**src/rtl/snax_hwpe_periph_arb.sv**
```systemverilog
// Round-robin arbiter sharing one HWPE peripheral port among NumReq requesters.
// An in-order tracking queue routes each response back to the requester that issued it.
module snax_hwpe_periph_arb #(
  parameter int unsigned NumReq         = 2,
  parameter int unsigned MaxOutstanding = 4,
  parameter int unsigned IdWidth        = 5
) (
  input  logic                       clk_i,
  input  logic                       rst_ni,
  input  logic [NumReq-1:0]          req_req_i,
  input  logic [NumReq*32-1:0]       req_add_i,
  input  logic [NumReq-1:0]          req_wen_i,
  input  logic [NumReq*4-1:0]        req_be_i,
  input  logic [NumReq*32-1:0]       req_data_i,
  input  logic [NumReq*IdWidth-1:0]  req_id_i,
  output logic [NumReq-1:0]          req_gnt_o,
  output logic [NumReq-1:0]          req_r_valid_o,
  output logic [31:0]                req_r_data_o,
  output logic [IdWidth-1:0]         req_r_id_o,
  output logic                       periph_req_o,
  output logic [31:0]                periph_add_o,
  output logic                       periph_wen_o,
  output logic [3:0]                 periph_be_o,
  output logic [31:0]                periph_data_o,
  output logic [IdWidth-1:0]         periph_id_o,
  input  logic                       periph_gnt_i,
  input  logic                       periph_r_valid_i,
  input  logic [31:0]                periph_r_data_i,
  input  logic [IdWidth-1:0]         periph_r_id_i,
  output logic                       busy_o,
  output logic                       spurious_o
);

  localparam int unsigned PtrW = (NumReq > 1) ? $clog2(NumReq) : 1;
  localparam int unsigned QW   = (MaxOutstanding > 1) ? $clog2(MaxOutstanding) : 1;
  localparam int unsigned CntW = $clog2(MaxOutstanding + 1);

  logic [PtrW-1:0] r_rr_ptr;
  logic [PtrW-1:0] r_queue [MaxOutstanding];
  logic [QW-1:0]   r_head;
  logic [QW-1:0]   r_tail;
  logic [CntW-1:0] r_count;

  logic            w_found;
  logic [PtrW-1:0] w_winner;
  logic [PtrW-1:0] w_rr_next;
  logic            w_full;
  logic            w_empty;
  logic            w_hs;
  logic            w_pop;
  int              w_idx;

  function automatic logic [QW-1:0] incPtr(input logic [QW-1:0] p);
    if (p == QW'(MaxOutstanding - 1)) return '0;
    return p + QW'(1);
  endfunction

  // Scan from the round-robin pointer upward; the first active request wins and drives the payload.
  always_comb begin
    w_found       = 1'b0;
    w_winner      = '0;
    w_idx         = 0;
    periph_add_o  = '0;
    periph_wen_o  = 1'b0;
    periph_be_o   = '0;
    periph_data_o = '0;
    periph_id_o   = '0;
    for (int i = 0; i < int'(NumReq); i++) begin
      w_idx = i + int'(r_rr_ptr);
      if (w_idx >= int'(NumReq)) w_idx = w_idx - int'(NumReq);
      if (!w_found && req_req_i[w_idx]) begin
        w_found       = 1'b1;
        w_winner      = PtrW'(w_idx);
        periph_add_o  = req_add_i[w_idx*32 +: 32];
        periph_wen_o  = req_wen_i[w_idx];
        periph_be_o   = req_be_i[w_idx*4 +: 4];
        periph_data_o = req_data_i[w_idx*32 +: 32];
        periph_id_o   = req_id_i[w_idx*IdWidth +: IdWidth];
      end
    end
  end

  assign w_full    = (r_count == CntW'(MaxOutstanding));
  assign w_empty   = (r_count == '0);
  assign w_rr_next = (w_winner == PtrW'(NumReq - 1)) ? '0 : w_winner + PtrW'(1);

  // A pop in the same cycle does not relieve a full queue; the slot frees on the next cycle.
  assign periph_req_o = w_found & ~w_full & rst_ni;
  assign w_hs         = periph_req_o & periph_gnt_i;
  assign w_pop        = periph_r_valid_i & ~w_empty & rst_ni;

  assign req_gnt_o     = w_hs  ? (NumReq'(1) << w_winner)        : '0;
  assign req_r_valid_o = w_pop ? (NumReq'(1) << r_queue[r_head]) : '0;
  assign req_r_data_o  = periph_r_data_i;
  assign req_r_id_o    = periph_r_id_i;
  assign busy_o        = ~w_empty;
  assign spurious_o    = periph_r_valid_i & w_empty & rst_ni;

  always_ff @(posedge clk_i) begin
    if (!rst_ni) begin
      r_rr_ptr <= '0;
      r_head   <= '0;
      r_tail   <= '0;
      r_count  <= '0;
    end else begin
      if (w_hs) begin
        r_queue[r_tail] <= w_winner;
        r_tail          <= incPtr(r_tail);
        r_rr_ptr        <= w_rr_next;
      end
      if (w_pop) begin
        r_head <= incPtr(r_head);
      end
      if (w_hs && !w_pop) begin
        r_count <= r_count + CntW'(1);
      end else if (!w_hs && w_pop) begin
        r_count <= r_count - CntW'(1);
      end
    end
  end

endmodule

```
**config.mk**
```make
export PLATFORM = sky130hd
export DESIGN_NAME = snax_hwpe_periph_arb
export DESIGN_NICKNAME = d
export VERILOG_FILES = /design/src/rtl/snax_hwpe_periph_arb.sv
export SDC_FILE = /design/constraint.sdc
export NUM_CORES = 1
export LEC_CHECK = 0
export ABC_AREA = 1
export CAP_MARGIN = 5
export CORE_AREA = 4 4 117 119
export CTS_CLUSTER_SIZE = 40
export DETAILED_ROUTE_END_ITERATION = 8
export DIE_AREA = 0 0 121 123
export PLACE_DENSITY = 0.78
export SETUP_SLACK_MARGIN = 0.1
export SLEW_MARGIN = 20
export SYNTH_ARGS = -nofsm -noshare
export SYNTH_HDL_FRONTEND = slang
export SYNTH_SLANG_ARGS = --single-unit
export TNS_END_PERCENT = 10
```
**constraint.sdc**
```tcl
create_clock -name clk_i -period 2.3 [get_ports clk_i]
set_clock_uncertainty 0.05 [all_clocks]
set_input_delay 0.23 -clock clk_i [delete_from_list [all_inputs] [get_ports clk_i]]
set_output_delay 0.23 -clock clk_i [all_outputs]
set_load 0.005 [all_outputs]
```
==> summary.md, run 1 <==
| Metric | Value |
|---|---|
| Die height | `123 um` |
| Global-route wire length before repair | `a little over 20 mm` |
| CP arrival | `around 2 ns` |
| Synth cell types | `22` |
| CP Max Fanout | `10` |
| Switch Pwr | `about 0.87 mW` |
| CTS tree | `yes` |
| Num rows | `41` |
| Post-route minimum period | `between 2 and 2.5 ns` |
| Layout area overhead | `70.5%` |
| Fmax achieved | `445 MHz` |
| Clk sinks | `14` |
| GP Congestion | `0.829` |
| Final setup viols | `0` |
| Root Driver | `clkbuf_16` |
| Clk buf depth | `2` |
| I/O pin total | `a little over 300` |
| Ys flop type | `dfxtp_1` |
| Setup_tns | `0 ns` |
| Synthesized Nets | `approximately 1000` |
| Input/output buffers | `234` |
| WL/cell | `between 10 and 15 um` |
| Placed wire-length estimate | `just over 10 mm` |
| Critical Path RT | `2.02 ns` |
| Pint | `~1.4 mW` |
| Via count | `between 5000 and 6000` |
| Peak supply drop | `0.504 mV` |
| Clk_lat worst skew | `approximately 0.25 ns` |
| Hold Buf Count CTS | `0` |
| All-layer global routing usage | `between 15 and 20%` |
| EDFF count, synth | `4` |
| Vias in the first global route | `~4400` |
| Setup CP Type | `reg -> out` |
| Final Hold Viols | `0` |
| Clock power frac | `16.2%` |
| Ant. Diodes | `0` |
| Initial antenna violation count | `0` |
| Seq/Total Area, Yosys | `approximately 8.6%` |
| CP top delay family | `buffers and inverters` |
| Htree depth | `1` |
| Crit end category | `output pin` |
| Critical path buffers and inverters | `3` |
| Initial DRC count | `about 250` |
| Power per cell area | `between 300 and 400 mW/mm^2` |
| Synth Instances | `approximately 800` |
| DIE WIDTH | `between 100 and 150 um` |
| Max Cap Violations | `0` |
| Slowest CP cell | `clkdlybuf4s50_1` |
| Remaining antenna violation count | `0` |
| Dpl ws | `-0.0931 ns` |
| Most used cell, CP | `nand2_1` |
| Slew @ Worst Pin | `~0.30 ns` |
| Sw Ratio | `37.8%` |
| HP Class | `in -> out` |
| Yosys warns | `0` |
| Sequential Power Share | `13.8%` |
| Initial Util | `approximately 30%` |
| Max stage delay on crit path | `0.49 ns` |
| DRT Pass-1 Iters | `5` |
| CTS buffer count | `3` |
| Drt total wl | `roughly 14 mm` |
| Nature of the critical path startpoint | `register` |
| Leakage power | `between 3 and 4 nW` |
| Nets | `about 1100` |
| Number of remaining DRC errors | `0` |
| Largest net degree at the start of global routing | `81` |
| Worst slew margin | `79.9%` |
| Final period utilization | `a little over nine tenths` |
| DR vias/cell | `about 4.6` |
| FFs w/ async S/R, synth | `0%` |
| CORE AREA | `between 0.01 and 0.015 mm^2` |
| Comb power frac | `between 60% and 70%` |
| Mapped Avg Cell Area | `4.78 um^2` |
| Share of cells above drive strength 1 | `3.68%` |
| Slew Limit Fails | `0` |
| Unrepaired setup endpoints after global routing | `true` |
| Worst setup margin | `about 0.054 ns` |
| Clk slew on worst S/H paths | `roughly 0.050 ns` |
| #FFs+latches synth | `14` |
| Cell Area, Synth | `around 0.0037 mm^2` |
| Ordered list of cells on the worst path | `nand2_2 > o21ai_4 > a21oi_4 > buf_6 > clkbuf_16 > nand2_1 > nand2_1 > clkdlybuf4s50_1` |
| Pwr Total | `around 2.3 mW` |
| Overall die area | `0.0149 mm^2` |
| Final Core Density | `about half` |
| Status | `completed` |
| GRT overflow | `0` |
[power by group through the flow]
stage / clock (mW) / sequential [mW] / combinational [mW]
after floorplan: 0 / 0.313 / 0.794
after global placement: 0 / 0.323 / 1.59
after detailed placement: 0 / 0.324 / 1.60
after CTS: 0.375 / 0.318 / 1.66
after global routing: 0.388 / 0.322 / 1.79
final: 0.372 / 0.318 / 1.61
[placed cells by master, fill, tap and decap left out]
master and instances:
a21oi_1 2, a21oi_4 1, and2_1 1, buf_12 8, buf_16 2, buf_4 8
buf_6 1, bufbuf_16 1, clkbuf_16 4, clkbuf_8 1, clkdlybuf4s50_1 164, dfxtp_1 9
dfxtp_4 1, dlygate4sd2_1 3, dlymetal6s2s_1 67, edfxtp_1 4, fa_1 1, ha_1 6
inv_1 92, inv_4 1, nand2_1 389, nand2_2 1, nand3_1 4, nand3_2 1
nand4_1 2, nor2_1 18, nor2_2 1, o211ai_1 1, o21ai_0 151, o21ai_2 1
o21ai_4 1, or2_2 2, xor2_1 1
[per-layer routing]
layer	vias up	part of all wire, %	track usage, %
met5	-	0	0
met4	0	1.9	3.68
met3	29	8.9	4.21
met2	203	49	30.1
met1	2191	41	19.2
li1	2686	-	-
[kinds of logic after synthesis]
group | after synthesis | synth area share, %
AND/OR/NAND/NOR | 419 | 42.7
buffers and inverters | 181 | 24.5
AO/OA/AOI/OAI | 157 | 21.4
flip-flops | 14 | 8.60
adder cells (fa/ha/maj) | 7 | 2.55
XOR/XNOR | 1 | 0.235
[repair_timing]
action                     in CTS  in global routing
resized for setup               6                 72
hold endpoints to repair        0                  0
gates cloned                    2                  1
setup endpoints to repair      75                 76
buffers inserted                4                  0
[Yosys cell counts (2+ instances only)]
cell,instances,area share [%]
nor2_1,19,1.9
buf_6,8,2.4
nand3_1,5,0.67
buf_4,40,8.1
nand2_1,390,39
inv_1,92,9.3
a21oi_1,2,0.27
or2_2,2,0.34
edfxtp_1,4,3.2
nand4_1,2,0.34
clkbuf_1,23,2.3
o21ai_0,152,20
buf_2,17,2.3
dfxtp_1,10,5.4
ha_1,6,2.0
[final timing paths]
check                      start               end  slack [ns]  depth (start not counted)
max                     r_rr_ptr  periph_add_o[18]        0.05                          8
min          periph_r_data_i[25]  req_r_data_o[25]        0.41                          0
max reg2reg           r_count[0]        r_count[2]        0.32                         12
min reg2reg            r_head[1]         r_head[1]        0.43                          2
[per-stage QoR]
stage	cell area (um^2)	instances	hold slack [ns]
after global routing	6350	1122	0.410
after global placement	5940	1111	0.410
after floorplan	3720	779	0.386
after detailed placement	5940	1111	0.410
final	6350	1122	0.410
after CTS	6140	1121	0.410
[layout make-up]
type,instances,area [um^2]
Inverter,93,352
Timing Repair Buffer,255,2850
Sequential cell,14,324
Clock buffer,4,88.8
Multi-Input combinational cell,584,2520
Tap cell,172,215
Fill cell,1255,6220
Note: power is estimated with default switching activity, not from simulation.
==> run 2: changes to the inputs <==
CTS_BUF_LIST = sky130_fd_sc_hd__clkbuf_2   (was default)
==> summary.md, run 2 (synthesized netlist as in run 1, its figures left out) <==
| Metric | Value |
|---|---|
| Htree depth | `1 (unchanged)` |
| All-layer global routing usage | `15.6% (was 16.4%)` |
| Nets | `1149 (unchanged)` |
| Num rows | `41 (unchanged)` |
| Slowest CP cell | `clkdlybuf4s50_1 (unchanged)` |
| Critical Path RT | `2.02 ns (about the same)` |
| Max stage delay on crit path | `0.51 ns (was 0.49 ns)` |
| Share of cells above drive strength 1 | `3.68% (unchanged)` |
| Ordered list of cells on the worst path | `inv_6 > nand2_2 > a21oi_4 > buf_12 > buf_6 > nand2_1 > nand2_1 > clkdlybuf4s50_1 (was nand2_2 > o21ai_4 > a21oi_4 > buf_6 > clkbuf_16 > nand2_1 > nand2_1 > clkdlybuf4s50_1)` |
| Final period utilization | `98.3% (was 97.6%)` |
| Clk buf depth | `2 (unchanged)` |
| Unrepaired setup endpoints after global routing | `true (unchanged)` |
| CORE AREA | `0.0126 mm^2 (unchanged)` |
| Vias in the first global route | `4342 (was 4442)` |
| Status | `completed (unchanged)` |
| Via count | `5118 (was 5109)` |
| Drt total wl | `14.1 mm (was 13.9 mm)` |
| Slew @ Worst Pin | `0.297 ns (was 0.300 ns)` |
| DIE WIDTH | `121 um (unchanged)` |
| Placed wire-length estimate | `10.1 mm (unchanged)` |
| Worst slew margin | `80.0% (was 79.9%)` |
| WL/cell | `12.6 um (was 12.4 um)` |
| Critical path buffers and inverters | `4 (was 3)` |
| Initial antenna violation count | `0 (unchanged)` |
| Setup_tns | `0 ns (unchanged)` |
| Input/output buffers | `234 (unchanged)` |
| CP Max Fanout | `10 (unchanged)` |
| CP arrival | `1.98 ns (was 1.97 ns)` |
| Layout area overhead | `68.1% (was 70.5%)` |
| Die height | `123 um (unchanged)` |
| Inst Count DP | `1111 (unchanged)` |
| Setup CP Type | `reg -> out (unchanged)` |
| Hold slack final | `0.410 ns (unchanged)` |
| Initial DRC count | `246 (was 251)` |
| Number of remaining DRC errors | `0 (unchanged)` |
| Clk_lat worst skew | `0.28 ns (was 0.25 ns)` |
| Initial Util | `29.6% (unchanged)` |
| Slew Limit Fails | `0 (unchanged)` |
| Filler Cells Inserted | `1268 (was 1255)` |
| Max Cap Violations | `0 (unchanged)` |
| Global-route wire length before repair | `19.8 mm (was 20.6 mm)` |
| DRT Pass-1 Iters | `5 (unchanged)` |
| Root Driver | `clkbuf_2 (was clkbuf_16)` |
| Overall die area | `0.0149 mm^2 (unchanged)` |
| Power per cell area | `329 mW/mm^2 (was 362 mW/mm^2)` |
| Post-Layout Cell Count | `1122 (unchanged)` |
| Crit end category | `output pin (unchanged)` |
| GRT overflow | `0 (unchanged)` |
| Clk slew on worst S/H paths | `0.13 ns (was 0.05 ns)` |
| Leakage power | `3.74 nW (was 3.92 nW)` |
| Largest net degree at the start of global routing | `81 (unchanged)` |
| Final Hold Viols | `0 (unchanged)` |
| Clk sinks | `14 (unchanged)` |
| Most used cell, CP | `nand2_1 (unchanged)` |
| DR vias/cell | `4.56 (was 4.55)` |
| Post-route minimum period | `2.26 ns (was 2.25 ns)` |
| Ant. Diodes | `0 (unchanged)` |
| Remaining antenna violation count | `0 (unchanged)` |
| Pwr Total | `2.06 mW (was 2.30 mW)` |
| CP top delay family | `buffers and inverters (unchanged)` |
| GP Congestion | `0.829 (unchanged)` |
| Fmax achieved | `442 MHz (was 445 MHz)` |
| CTS buffer count | `3 (unchanged)` |
| Nature of the critical path startpoint | `register (unchanged)` |
| Final Core Density | `49.8% (was 50.5%)` |
| CTS tree | `yes (unchanged)` |
| I/O pin total | `309 (unchanged)` |
| Most frequent cells in the layout | `388 x nand2_1, 175 x clkdlybuf4s50_1, 149 x o21ai_0, 92 x inv_1, 55 x dlymetal6s2s_1 (was 389 x nand2_1, 164 x clkdlybuf4s50_1, 151 x o21ai_0, 92 x inv_1, 67 x dlymetal6s2s_1)` |
| HP Class | `in -> out (unchanged)` |
| Final setup viols | `0 (unchanged)` |
| Most common cell after layout, fill and taps aside | `nand2_1 (unchanged)` |
| Peak supply drop | `0.420 mV (was 0.504 mV)` |
[run 2: repair_timing]
action                     4_1_cts  5_1_grt
pin swaps                        0        1
gates resized for setup          8       61
hold buffers                     0        0
setup buffers                    0        1
cloned                           0        6
setup endpoints to repair       75       75
[run 2: final timing paths]
kind         cells past startpoint                start  slack, ns                to
max                              8             r_rr_ptr       0.04    periph_be_o[0]
min                              0  periph_r_data_i[25]       0.41  req_r_data_o[25]
min reg2reg                      2            r_head[1]       0.44          register
max reg2reg                     12           r_count[1]       0.29        r_count[2]
[run 2: metal layers]
layer / vias up / wire length, um / GRT usage [%]
met4: 0 / 254 / 2.97
li1: 2685 / - / -
met1: 2206 / 5790 / 18.4
met3: 24 / 1230 / 3.98
met5: - / 0 / 0
met2: 203 / 6820 / 28.7
[run 2: layout make-up]
class	count	area (um^2)	area share, %
multi-input cells	584	2520	40.2
clock inverters	1	3.75	0.0600
flip-flops and latches	14	325	5.20
repair buffers	255	2830	45.2
clock buffers	3	15.0	0.240
well taps	172	215	3.44
inverters	93	354	5.66
[run 2: power breakdown]
group,internal (mW),leakage [nW],switching [mW]
clock,0.0378,0.0140,0.0796
combinational,0.884,3.60,0.738
sequential,0.288,0.120,0.0318
[run 2: metrics by stage]
| step | cell area [um^2] | setup slack (ns) |
|---|---|---|
| after global routing | 6260 | -0.0609 |
| after global placement | 5940 | -0.0377 |
| final | 6260 | 0.0388 |
| after detailed placement | 5940 | -0.0931 |
| after floorplan | 3720 | 0.175 |
| after CTS | 5960 | 0.0290 |
